## config.mk

```make
export PLATFORM = sky130hd
export DESIGN_NAME = bram_fifo_ctrl
export DESIGN_NICKNAME = d
export VERILOG_FILES = /design/src/rtl/bram_fifo_pkg.sv /design/src/rtl/bram_fifo_out_stage.sv /design/src/rtl/bram_fifo_ctrl.sv
export SDC_FILE = /design/constraint.sdc
export NUM_CORES = 1
export LEC_CHECK = 0
export ABC_AREA = 1
export CAP_MARGIN = 30
export CORE_MARGIN = 2
export CORE_UTILIZATION = 45
export CTS_CLUSTER_DIAMETER = 120
export DETAILED_ROUTE_END_ITERATION = 16
export GPL_TIMING_DRIVEN = 0
export HOLD_SLACK_MARGIN = 0.12
export PLACE_DENSITY = 0.8
export SETUP_SLACK_MARGIN = 0.2
export SLEW_MARGIN = 20
export SYNTH_ARGS = -nofsm -noshare
export SYNTH_HDL_FRONTEND = slang
export SYNTH_SLANG_ARGS = --single-unit
```

## constraint.sdc

```tcl
create_clock -name clk_i -period 7 [get_ports clk_i]
set_input_delay 1.05 -clock clk_i [delete_from_list [all_inputs] [get_ports clk_i]]
set_output_delay 1.05 -clock clk_i [all_outputs]
set_load 0.05 [all_outputs]
```

## src/rtl/bram_fifo_pkg.sv

```systemverilog
// Shared types and constants for the Bram-backed stream FIFO controller.
package bram_fifo_pkg;

  localparam int unsigned StageDepth = 2;

  typedef logic [1:0] stage_cnt_t;

  // level_o must hold RAM depth plus the in-flight read plus the output stage
  function automatic int unsigned level_width(input int unsigned addr_width);
    return addr_width + 2;
  endfunction

endpackage

```

## src/rtl/bram_fifo_out_stage.sv

```systemverilog
// Two-entry in-order output buffer that absorbs the Bram registered read latency.
module bram_fifo_out_stage
  import bram_fifo_pkg::*;
#(
  parameter int unsigned DataWidth = 16
) (
  input  logic                 clk_i,
  input  logic                 rst_ni,
  input  logic                 flush_i,
  input  logic                 capture_i,
  input  logic                 pop_i,
  input  logic [DataWidth-1:0] data_i,
  output logic [DataWidth-1:0] data_o,
  output stage_cnt_t           cnt_o
);

  logic [DataWidth-1:0] r_head;
  logic [DataWidth-1:0] r_tail;
  stage_cnt_t           r_cnt;

  // Capture into the first free slot; a pop shifts the tail forward
  always_ff @(posedge clk_i or negedge rst_ni) begin
    if (!rst_ni) begin
      r_head <= {DataWidth{1'b0}};
      r_tail <= {DataWidth{1'b0}};
      r_cnt  <= 2'd0;
    end else if (flush_i) begin
      r_cnt <= 2'd0;
    end else begin
      case ({capture_i, pop_i})
        2'b10: begin
          if (r_cnt == 2'd0) begin
            r_head <= data_i;
          end else begin
            r_tail <= data_i;
          end
          r_cnt <= r_cnt + 2'd1;
        end
        2'b01: begin
          r_head <= r_tail;
          r_cnt  <= r_cnt - 2'd1;
        end
        2'b11: begin
          if (r_cnt == 2'd1) begin
            r_head <= data_i;
          end else begin
            r_head <= r_tail;
            r_tail <= data_i;
          end
        end
        default: r_cnt <= r_cnt;
      endcase
    end
  end

  assign data_o = r_head;
  assign cnt_o  = r_cnt;

endmodule

```

## src/rtl/bram_fifo_ctrl.sv

```systemverilog
// Valid/ready FIFO controller around an external dual-port Bram.
// Optional almost-full flag built when BRAM_FIFO_ALMOST_FULL_EN is defined.
module bram_fifo_ctrl
  import bram_fifo_pkg::*;
#(
  parameter int unsigned DataWidth        = 16,
  parameter int unsigned AddrWidth        = 9,
  parameter int unsigned AlmostFullThresh = 2**AddrWidth - 4
) (
  input  logic                              clk_i,
  input  logic                              rst_ni,
  input  logic                              flush_i,
  input  logic                              s_valid_i,
  output logic                              s_ready_o,
  input  logic [DataWidth-1:0]              s_data_i,
  output logic                              m_valid_o,
  input  logic                              m_ready_i,
  output logic [DataWidth-1:0]              m_data_o,
  output logic [AddrWidth-1:0]              bram_addra_o,
  output logic                              bram_wea_o,
  output logic [DataWidth-1:0]              bram_dina_o,
  output logic [AddrWidth-1:0]              bram_addrb_o,
  input  logic [DataWidth-1:0]              bram_doutb_i,
  output logic [level_width(AddrWidth)-1:0] level_o,
  output logic                              almost_full_o
);

  localparam int unsigned Pw = AddrWidth + 1;
  localparam int unsigned Lw = level_width(AddrWidth);
  localparam logic [Lw-1:0] AfThresh = Lw'(AlmostFullThresh);

  logic [Pw-1:0] r_wr_ptr;
  logic [Pw-1:0] r_rd_ptr;
  logic          r_inflight;
  logic [Lw-1:0] r_level;

  logic [Pw-1:0] w_wr_ptr_nxt;
  logic [Pw-1:0] w_rd_ptr_nxt;
  logic [Pw-1:0] w_ram_cnt_nxt;
  logic          w_inflight_nxt;
  stage_cnt_t    w_stage_cnt;
  stage_cnt_t    w_stage_cnt_nxt;
  logic [Lw-1:0] w_level_nxt;
  logic [2:0]    w_pend;
  logic          w_full;
  logic          w_empty;
  logic          w_push;
  logic          w_pop;
  logic          w_issue;
  logic          w_capture;

  // Pointer MSBs differ with equal low bits only when the RAM is full
  assign w_full  = (r_wr_ptr[AddrWidth] != r_rd_ptr[AddrWidth]) &&
                   (r_wr_ptr[AddrWidth-1:0] == r_rd_ptr[AddrWidth-1:0]);
  assign w_empty = (r_wr_ptr == r_rd_ptr);

  assign s_ready_o = ~w_full;
  assign w_push    = s_valid_i & ~w_full & ~flush_i & rst_ni;
  assign m_valid_o = (w_stage_cnt != 2'd0);
  assign w_pop     = m_valid_o & m_ready_i;

  // Words the stage will hold once in-flight data lands and this cycle's pop leaves
  assign w_pend    = {1'b0, w_stage_cnt} + {2'b00, r_inflight} - {2'b00, w_pop};
  assign w_issue   = ~w_empty & (w_pend < 3'(StageDepth));
  assign w_capture = r_inflight & ~flush_i;

  assign bram_wea_o   = w_push;
  assign bram_addra_o = r_wr_ptr[AddrWidth-1:0];
  assign bram_dina_o  = s_data_i;
  assign bram_addrb_o = r_rd_ptr[AddrWidth-1:0];

  // Next pointer, in-flight and stage occupancy; flush wins over push and pop
  always_comb begin
    w_wr_ptr_nxt    = r_wr_ptr;
    w_rd_ptr_nxt    = r_rd_ptr;
    w_inflight_nxt  = r_inflight;
    w_stage_cnt_nxt = w_stage_cnt;
    if (flush_i) begin
      w_wr_ptr_nxt    = {Pw{1'b0}};
      w_rd_ptr_nxt    = {Pw{1'b0}};
      w_inflight_nxt  = 1'b0;
      w_stage_cnt_nxt = 2'd0;
    end else begin
      w_wr_ptr_nxt    = r_wr_ptr + {{(Pw-1){1'b0}}, w_push};
      w_rd_ptr_nxt    = r_rd_ptr + {{(Pw-1){1'b0}}, w_issue};
      w_inflight_nxt  = w_issue;
      w_stage_cnt_nxt = w_stage_cnt + {1'b0, r_inflight} - {1'b0, w_pop};
    end
  end

  assign w_ram_cnt_nxt = w_wr_ptr_nxt - w_rd_ptr_nxt;
  assign w_level_nxt   = {1'b0, w_ram_cnt_nxt} + {{(Lw-1){1'b0}}, w_inflight_nxt} +
                         {{(Lw-2){1'b0}}, w_stage_cnt_nxt};

  // Pointer, in-flight flag and level registers
  always_ff @(posedge clk_i or negedge rst_ni) begin
    if (!rst_ni) begin
      r_wr_ptr   <= {Pw{1'b0}};
      r_rd_ptr   <= {Pw{1'b0}};
      r_inflight <= 1'b0;
      r_level    <= {Lw{1'b0}};
    end else begin
      r_wr_ptr   <= w_wr_ptr_nxt;
      r_rd_ptr   <= w_rd_ptr_nxt;
      r_inflight <= w_inflight_nxt;
      r_level    <= w_level_nxt;
    end
  end

  assign level_o = r_level;

  bram_fifo_out_stage #(
    .DataWidth (DataWidth)
  ) u_out_stage (
    .clk_i     (clk_i),
    .rst_ni    (rst_ni),
    .flush_i   (flush_i),
    .capture_i (w_capture),
    .pop_i     (w_pop),
    .data_i    (bram_doutb_i),
    .data_o    (m_data_o),
    .cnt_o     (w_stage_cnt)
  );

`ifdef BRAM_FIFO_ALMOST_FULL_EN
  logic r_almost_full;

  // Almost-full tracks the level after this edge, like level_o
  always_ff @(posedge clk_i or negedge rst_ni) begin
    if (!rst_ni) begin
      r_almost_full <= 1'b0;
    end else begin
      r_almost_full <= (w_level_nxt >= AfThresh);
    end
  end

  assign almost_full_o = r_almost_full;
`else
  logic w_unused_thresh;
  assign w_unused_thresh = ^AfThresh;
  assign almost_full_o   = 1'b0;
`endif

endmodule

```

Word level (Yosys, flattened, before mapping)

Index checks and enable logic that the tools add are counted.

Register bits after elaboration: 66
Input port bits: 37
Output and inout bits: 65
Logic and storage cells: 58

$add $sub $neg: 11
Magnitude comparators: 1
Equal/unequal tests: 10
Mux-type cells: 12
Bitwise gates (word level): 9
Reductions and logical operators: 8

Operator list:

| cell                                                | number |
|---|---|
| two-way mux 16 bit                                  | 4 |
| case mux 16 bit (3 select lines)                    | 1 |
| case mux 16 bit (2 select lines)                    | 1 |
| adder 10 x 1 -> 10 bit                              | 2 |
| two-way mux 10 bit                                  | 2 |
| adder 10 x 1 -> 11 bit                              | 1 |
| adder 11 x 2 -> 11 bit                              | 1 |
| equality test 10 bit                                | 1 |
| subtractor 10 bit                                   | 1 |
| equality test 9 bit                                 | 1 |
| bitwise AND 1 bit                                   | 6 |
| nonzero test 3 bit                                  | 2 |
| equality test 2 x 1 -> 1 bit, second input constant | 2 |
| equality test 2 bit, second input constant          | 2 |
| two-way mux 2 bit                                   | 2 |
| != test 2 bit, second input constant                | 2 |
| case mux 2 bit (2 select lines)                     | 1 |
| AND reduction 4 bit                                 | 1 |
| nonzero test 2 bit                                  | 2 |
| adder 2 x 1 -> 3 bit                                | 1 |
| < comparator 3 x 2 -> 1 bit, second input constant  | 1 |
| inverter 1 bit                                      | 3 |
| AND reduction 3 bit                                 | 1 |
| subtractor 3 x 1 -> 3 bit                           | 1 |
| 9 further kinds                                     | 9 |

Depth between registers and ports, before layout

Word-level depth: 11
Mapped depth: 39
Depth with buffers taken out: 38

By module

Synthesis repeated with hierarchy kept, for this count alone.

Cells, all modules: 593
Area total of the unflattened synthesis: 4481.8 µm²

By module, submodules not included:

| module              | times used | cells each | area each (µm²) | sequential area each (µm²) |
|---|---|---|---|---|
| bram_fifo_ctrl      | 1          | 354        | 2645.0          | 800.8 |
| bram_fifo_out_stage | 1          | 239        | 1836.8          | 850.8 |

Least setup slack after synthesis

Ideal clock, no wire load.

Kind: register to register
Start: register u_out_stage.r_cnt[1] (netlist: u_out_stage.cnt_o[1])
End: register r_level[8] (netlist: level_o[8])
Setup time: 120 ps
Arrival time: 5056 ps
Data required time: 6880 ps
Path slack: 1823 ps
Stages on the path, launching flop included: 28
Path buffers: 1
Clock period less this slack: 5177 ps
Cells stage by stage: dfrtp_1 inv_1 ha_1 inv_1 nand2_1 clkinv_1 clkbuf_1 ha_1 inv_1 ha_1 inv_1 fa_1 o21ai_0 a21oi_1 nand2_1 inv_1 ha_1 ha_1 nand2_1 fa_1 inv_1 fa_1 nor2_1 nand2_2 nor3_2 nand2_1 o21ai_0 nand2_1

Cells in the longest elaborated chain, start to end: 10
Elaborated cells on any way between the ends: 15
Classes of those cells: add/sub (8); order compare (1); mux (3); bitwise (2); reduce/logical (1)

Ends and longest elaborated chain:

| what                        | RTL line                  | source |
|---|---|---|
| start, declared             | bram_fifo_out_stage.sv:19 | `stage_cnt_t r_cnt;` |
| start signal, assigned      | bram_fifo_out_stage.sv:37 | `r_cnt <= r_cnt + 2'd1;` |
| start signal, assigned      | bram_fifo_out_stage.sv:41 | `r_cnt <= r_cnt - 2'd1;` |
| start signal, assigned      | bram_fifo_out_stage.sv:51 | `default: r_cnt <= r_cnt;` |
| nonzero test 2 bit *        | bram_fifo_ctrl.sv:59      | `assign m_valid_o = (w_stage_cnt != 2'd0);` |
| named net m_valid_o         | bram_fifo_ctrl.sv:16      | `output logic m_valid_o,` |
| bitwise AND 1 bit *         | bram_fifo_ctrl.sv:60      | `assign w_pop = m_valid_o & m_ready_i;` |
| subtractor 3 x 1 -> 3 bit   | bram_fifo_ctrl.sv:63      | `assign w_pend = {1'b0, w_stage_cnt} + {2'b00, r_inflight} - {2'b00, w_pop};` |
| < comparator 3 x 2 -> 1 bit | bram_fifo_ctrl.sv:64      | `assign w_issue = ~w_empty & (w_pend < 3'(StageDepth));` |
| bitwise AND 1 bit           | bram_fifo_ctrl.sv:64      |  |
| adder 10 x 1 -> 10 bit      | bram_fifo_ctrl.sv:85      | `w_rd_ptr_nxt = r_rd_ptr + {{(Pw-1){1'b0}}, w_issue};` |
| two-way mux 10 bit          | bram_fifo_ctrl.sv:78      | `if (flush_i) begin` |
| subtractor 10 bit           | bram_fifo_ctrl.sv:91      | `assign w_ram_cnt_nxt = w_wr_ptr_nxt - w_rd_ptr_nxt;` |
| adder 10 x 1 -> 11 bit      | bram_fifo_ctrl.sv:92      | `assign w_level_nxt = {1'b0, w_ram_cnt_nxt} + {{(Lw-1){1'b0}}, w_inflight_nxt} +` |
| adder 11 x 2 -> 11 bit *    | bram_fifo_ctrl.sv:92      |  |
| named net w_level_nxt[8]    | bram_fifo_ctrl.sv:43      | `logic [Lw-1:0] w_level_nxt;` |
| end signal, assigned        | bram_fifo_ctrl.sv:101     | `r_level <= {Lw{1'b0}};` |
| end signal, assigned        | bram_fifo_ctrl.sv:106     | `r_level <= w_level_nxt;` |
| end, declared               | bram_fifo_ctrl.sv:35      | `logic [Lw-1:0] r_level;` |

Mark *: on every way through the listed nets, which the timed path passes. The rest lies on a longest branch.
A chain may end at the register's enable or synchronous reset.

Final worst setup path

Start: input m_ready_i
End: register r_level[8] (netlist: level_o[8])

Cells in the longest elaborated chain, start to end: 9
Elaborated cells on any way between the ends: 12
Classes of those cells: add/sub (6); order compare (1); mux (3); bitwise (2)

Ends and longest elaborated chain:

| what                        | RTL line             | source |
|---|---|---|
| start, declared             | bram_fifo_ctrl.sv:17 | `input logic m_ready_i,` |
| bitwise AND 1 bit           | bram_fifo_ctrl.sv:60 |  |
| subtractor 3 x 1 -> 3 bit   | bram_fifo_ctrl.sv:63 |  |
| < comparator 3 x 2 -> 1 bit | bram_fifo_ctrl.sv:64 |  |
| bitwise AND 1 bit           | bram_fifo_ctrl.sv:64 |  |
| adder 10 x 1 -> 10 bit      | bram_fifo_ctrl.sv:85 |  |
| two-way mux 10 bit          | bram_fifo_ctrl.sv:78 |  |
| named net w_rd_ptr_nxt[2]   | bram_fifo_ctrl.sv:38 | `logic [Pw-1:0] w_rd_ptr_nxt;` |
| subtractor 10 bit           | bram_fifo_ctrl.sv:91 |  |
| adder 10 x 1 -> 11 bit      | bram_fifo_ctrl.sv:92 |  |
| adder 11 x 2 -> 11 bit      | bram_fifo_ctrl.sv:92 |  |
| named net w_level_nxt[8]    | bram_fifo_ctrl.sv:43 |  |

The timed path passes the listed nets, and every way through them passes these cells.

==> impl_metrics.py <==
metrics = {
    "clock_tree": {
        "clockBufferDepth": 2,
        "clk_latency_ns": 0.36,
        "cts_sinks": 66,
        "cts_buffers": 9,
        "cts-htree-levels": 3,
        "post_cts_buffers": 0,
        "cts_resized": 0,
        "clockRootBuffer": "clkbuf_8",
        "cts_tree": "yes",
        "hold_buffers": 0,
        "path_clk_slew_ns": 0.08,
    },
    "min_path": {
        "hp-class": "register to register",
        "hold_path_startpoint": "u_out_stage.r_tail[11]",
        "hold_path_depth": 1,
        "hold_end": "u_out_stage.r_tail[11]",
    },
    "worst_setup_path": {
        "slowest_delay_ns": 0.51,
        "r2r-end": "level_o[8]",
        "r2r-start": "u_out_stage.cnt_o[1]",
        "reg2reg_slack_ns": 1.30,
        "critPathKind": "primary input to register",
        "critPathRequiredTime_ns": 7.23,
        "path_buf_inv": 7,
        "cp_data_arrival_time_ns": 6.31,
        "reg2reg_depth": 33,
        "crit_fanout": 10,
        "cp_slowest_cell": "clkdlybuf4s50_1",
        "cp-start-kind": "primary input",
        "cp_top_family": "adder cells",
        "critPathCaptureType": "register",
        "cp_common_cell": "nand2_1",
    },
    "sta": {
        "period_minus_slack_ns": 6.08,
        "slew_headroom": 0.614,
        "fin_setup_tns_ns": 0,
        "grt_setup_unrepaired": "false",
        "tightest_slew_ns": 0.578,
        "maxSlewViolCount": 0,
        "fmax_ghz": 0.164,
        "fin_skew_ns": 0.00921,
        "finalHoldViolations": 0,
        "setup_viol": 0,
        "finalCritPeriodShare": 0.868,
    },
    "yosys": {
        "ys_types": 32,
        "synth_commonest_cells": "nand2_1, dfrtp_1, inv_1",
        "yosys.area.top_type": "dfrtp_1",
        "synth_top_area_frac": 0.407,
        "ys.flop_type": "dfrtp_1",
        "synthMostInstantiatedCell": "nand2_1",
        "syn_avg_cell_area_sq_um": 8.13,
        "synth_edf_count": 0,
        "syn_nets": 557,
        "syn_inst": 499,
        "synth-async-reset-ratio": 1.00,
        "netlist_area_sq_mm": 0.00406,
        "synth_warnings": 0,
        "yosys-top-cells-area": "dfrtp_1, nand2_1, buf_4",
        "ys_seq_elements": 66,
        "yosysSeqAreaShare": 0.407,
    },
    "routing": {
        "drc_errors": 0,
        "vias_per_cell": 5.02,
        "finalWirelength_mm": 9.48,
        "ant_nets": 0,
        "first_pass_iters": 5,
        "wl_per_cell_microns": 13.4,
        "drtIter0Drc": 91,
        "vias": 3554,
    },
    "global_route": {
        "grt_pass1_wl_mm": 15.9,
        "grt_use_total": 0.202,
        "use_met1": 0.240,
        "grt_start_max_net_pins": 41,
        "grt_pass1_vias": 3578,
        "top_usage_layer": "met2",
        "gr-total-overflow": 0,
        "grt_util_met2": 0.370,
        "use_met3": 0.0482,
        "antenna_found_initial": 0,
    },
    "place": {
        "port_buffers": 84,
        "dpl_cell_area_sq_mm": 0.00505,
        "hpwl_mm": 7.37,
        "gp_congestion": 0.898,
    },
    "final_layout": {
        "syn_to_final_growth_pct": 29.4,
        "n_antenna_cell": 0,
        "nets": 653,
        "fin_area_sq_mm": 0.00525,
        "drive_gt1_frac": 0.160,
    },
    "floorplanning": {
        "dieArea_sq_mm": 0.00979,
        "die_w_microns": 99.0,
        "core_sq_mm": 0.00872,
        "ios": 102,
        "row_count": 34,
        "initial_utilization": 0.465,
        "die_h_microns": 99.0,
    },
    "run": {
        "drv_cap": 0,
    },
    "outcome": {
        "status": "completed",
    },
    "power": {
        "leakagePower_nw": 2.58,
        "power_density_mw_per_mm2": 322,
        "ir_drop_uv": 166,
    },
}
-- layer usage --
metal	part of all wire	vias to the layer above	routed length, microns
met4	0.0091	0	86
met2	0.52	123	4890
met5	0	-	0
met3	0.061	10	575
li1	-	1756	-
met1	0.41	1665	3930
-- cells in the final DEF, fill, tap and decap left out, types with 2 or more instances in the layout --
cell type / count
a21oi_1: 11
a31oi_1: 16
buf_2: 3
buf_4: 37
clkbuf_1: 7
clkbuf_8: 9
clkdlybuf4s50_1: 83
clkinv_1: 2
clkinv_2: 2
dfrtp_1: 66
fa_1: 4
ha_1: 17
inv_1: 63
inv_2: 4
inv_6: 3
mux2_2: 16
nand2_1: 103
nand2_2: 8
nand3_1: 41
nand3_2: 3
nand3b_1: 5
nand4_1: 7
nor2_1: 47
nor2_4: 2
nor3_1: 11
o21ai_0: 7
or2_2: 2
xnor2_1: 6
xor2_1: 5
-- power by group --
| part | total [mW] | switching [mW] | leakage, nW | internal (mW) |
|---|---|---|---|---|
| logic | 0.794 | 0.507 | 1.62 | 0.286 |
| registers | 0.563 | 0.0619 | 0.859 | 0.501 |
| clock network | 0.333 | 0.165 | 0.104 | 0.168 |
-- sequential cells by signal (all words and copies together), names as in the netlist --
signal,cells
level_o,11
r_inflight,1
r_rd_ptr,10
r_wr_ptr,10
u_out_stage.cnt_o,2
u_out_stage.data_o,16
u_out_stage.r_tail,16
-- worst max-delay path by stage --
stage               cells after the start    endpoint                  from  slack [ns]
CTS                                    31  level_o[8]             m_ready_i        0.97
floorplan                              27  level_o[8]  u_out_stage.cnt_o[1]        1.82
detailed placement                     31  level_o[8]             m_ready_i        0.63
global placement                       16  level_o[8]                rst_ni        0.26
finish                                 31  level_o[8]             m_ready_i        0.92
global route                           32  level_o[8]             m_ready_i        0.51
-- kinds of logic (layout without fill, tap and decap cells) --
family                     count (synthesis)  count (layout)  synth area share
DFF                                       66              66             0.407
buffers and inverters                    115             216             0.141
AOI/OAI and AO/OA                         36              36            0.0515
adders and majority gates                 21              21            0.0722
other                                      1               1          0.000924
and+or+nand+nor                          233             233             0.260
muxes                                     16              16            0.0444
xor gates and xnor gates                  11              11            0.0237
-- stage by stage --
step / std cells / power (mW) / util / setup slack (ns) / hold slack (ns)
after floorplan: 499 / 1.12 / - / 1.82 / 0.482
after global placement: 691 / 1.34 / 0.577 / 0.261 / 0.490
after detailed placement: 692 / 1.37 / 0.579 / 0.630 / 0.497
after CTS: 708 / 1.71 / 0.602 / 0.965 / 0.514
after global routing: 708 / 1.80 / 0.602 / 0.515 / 0.540
final: 708 / 1.69 / 0.602 / 0.921 / 0.510
-- area by class of cell --
class / instances / area, sq um
clock buffer: 9 / 124
timing repair buffer: 85 / 858
fill: 793 / 3470
clock inverter: 7 / 75.1
inverter: 69 / 259
multi-input combinational: 318 / 1840
sequential: 66 / 1650
buffer: 46 / 312
tap: 108 / 135
(Power assumes the default switching activity.)
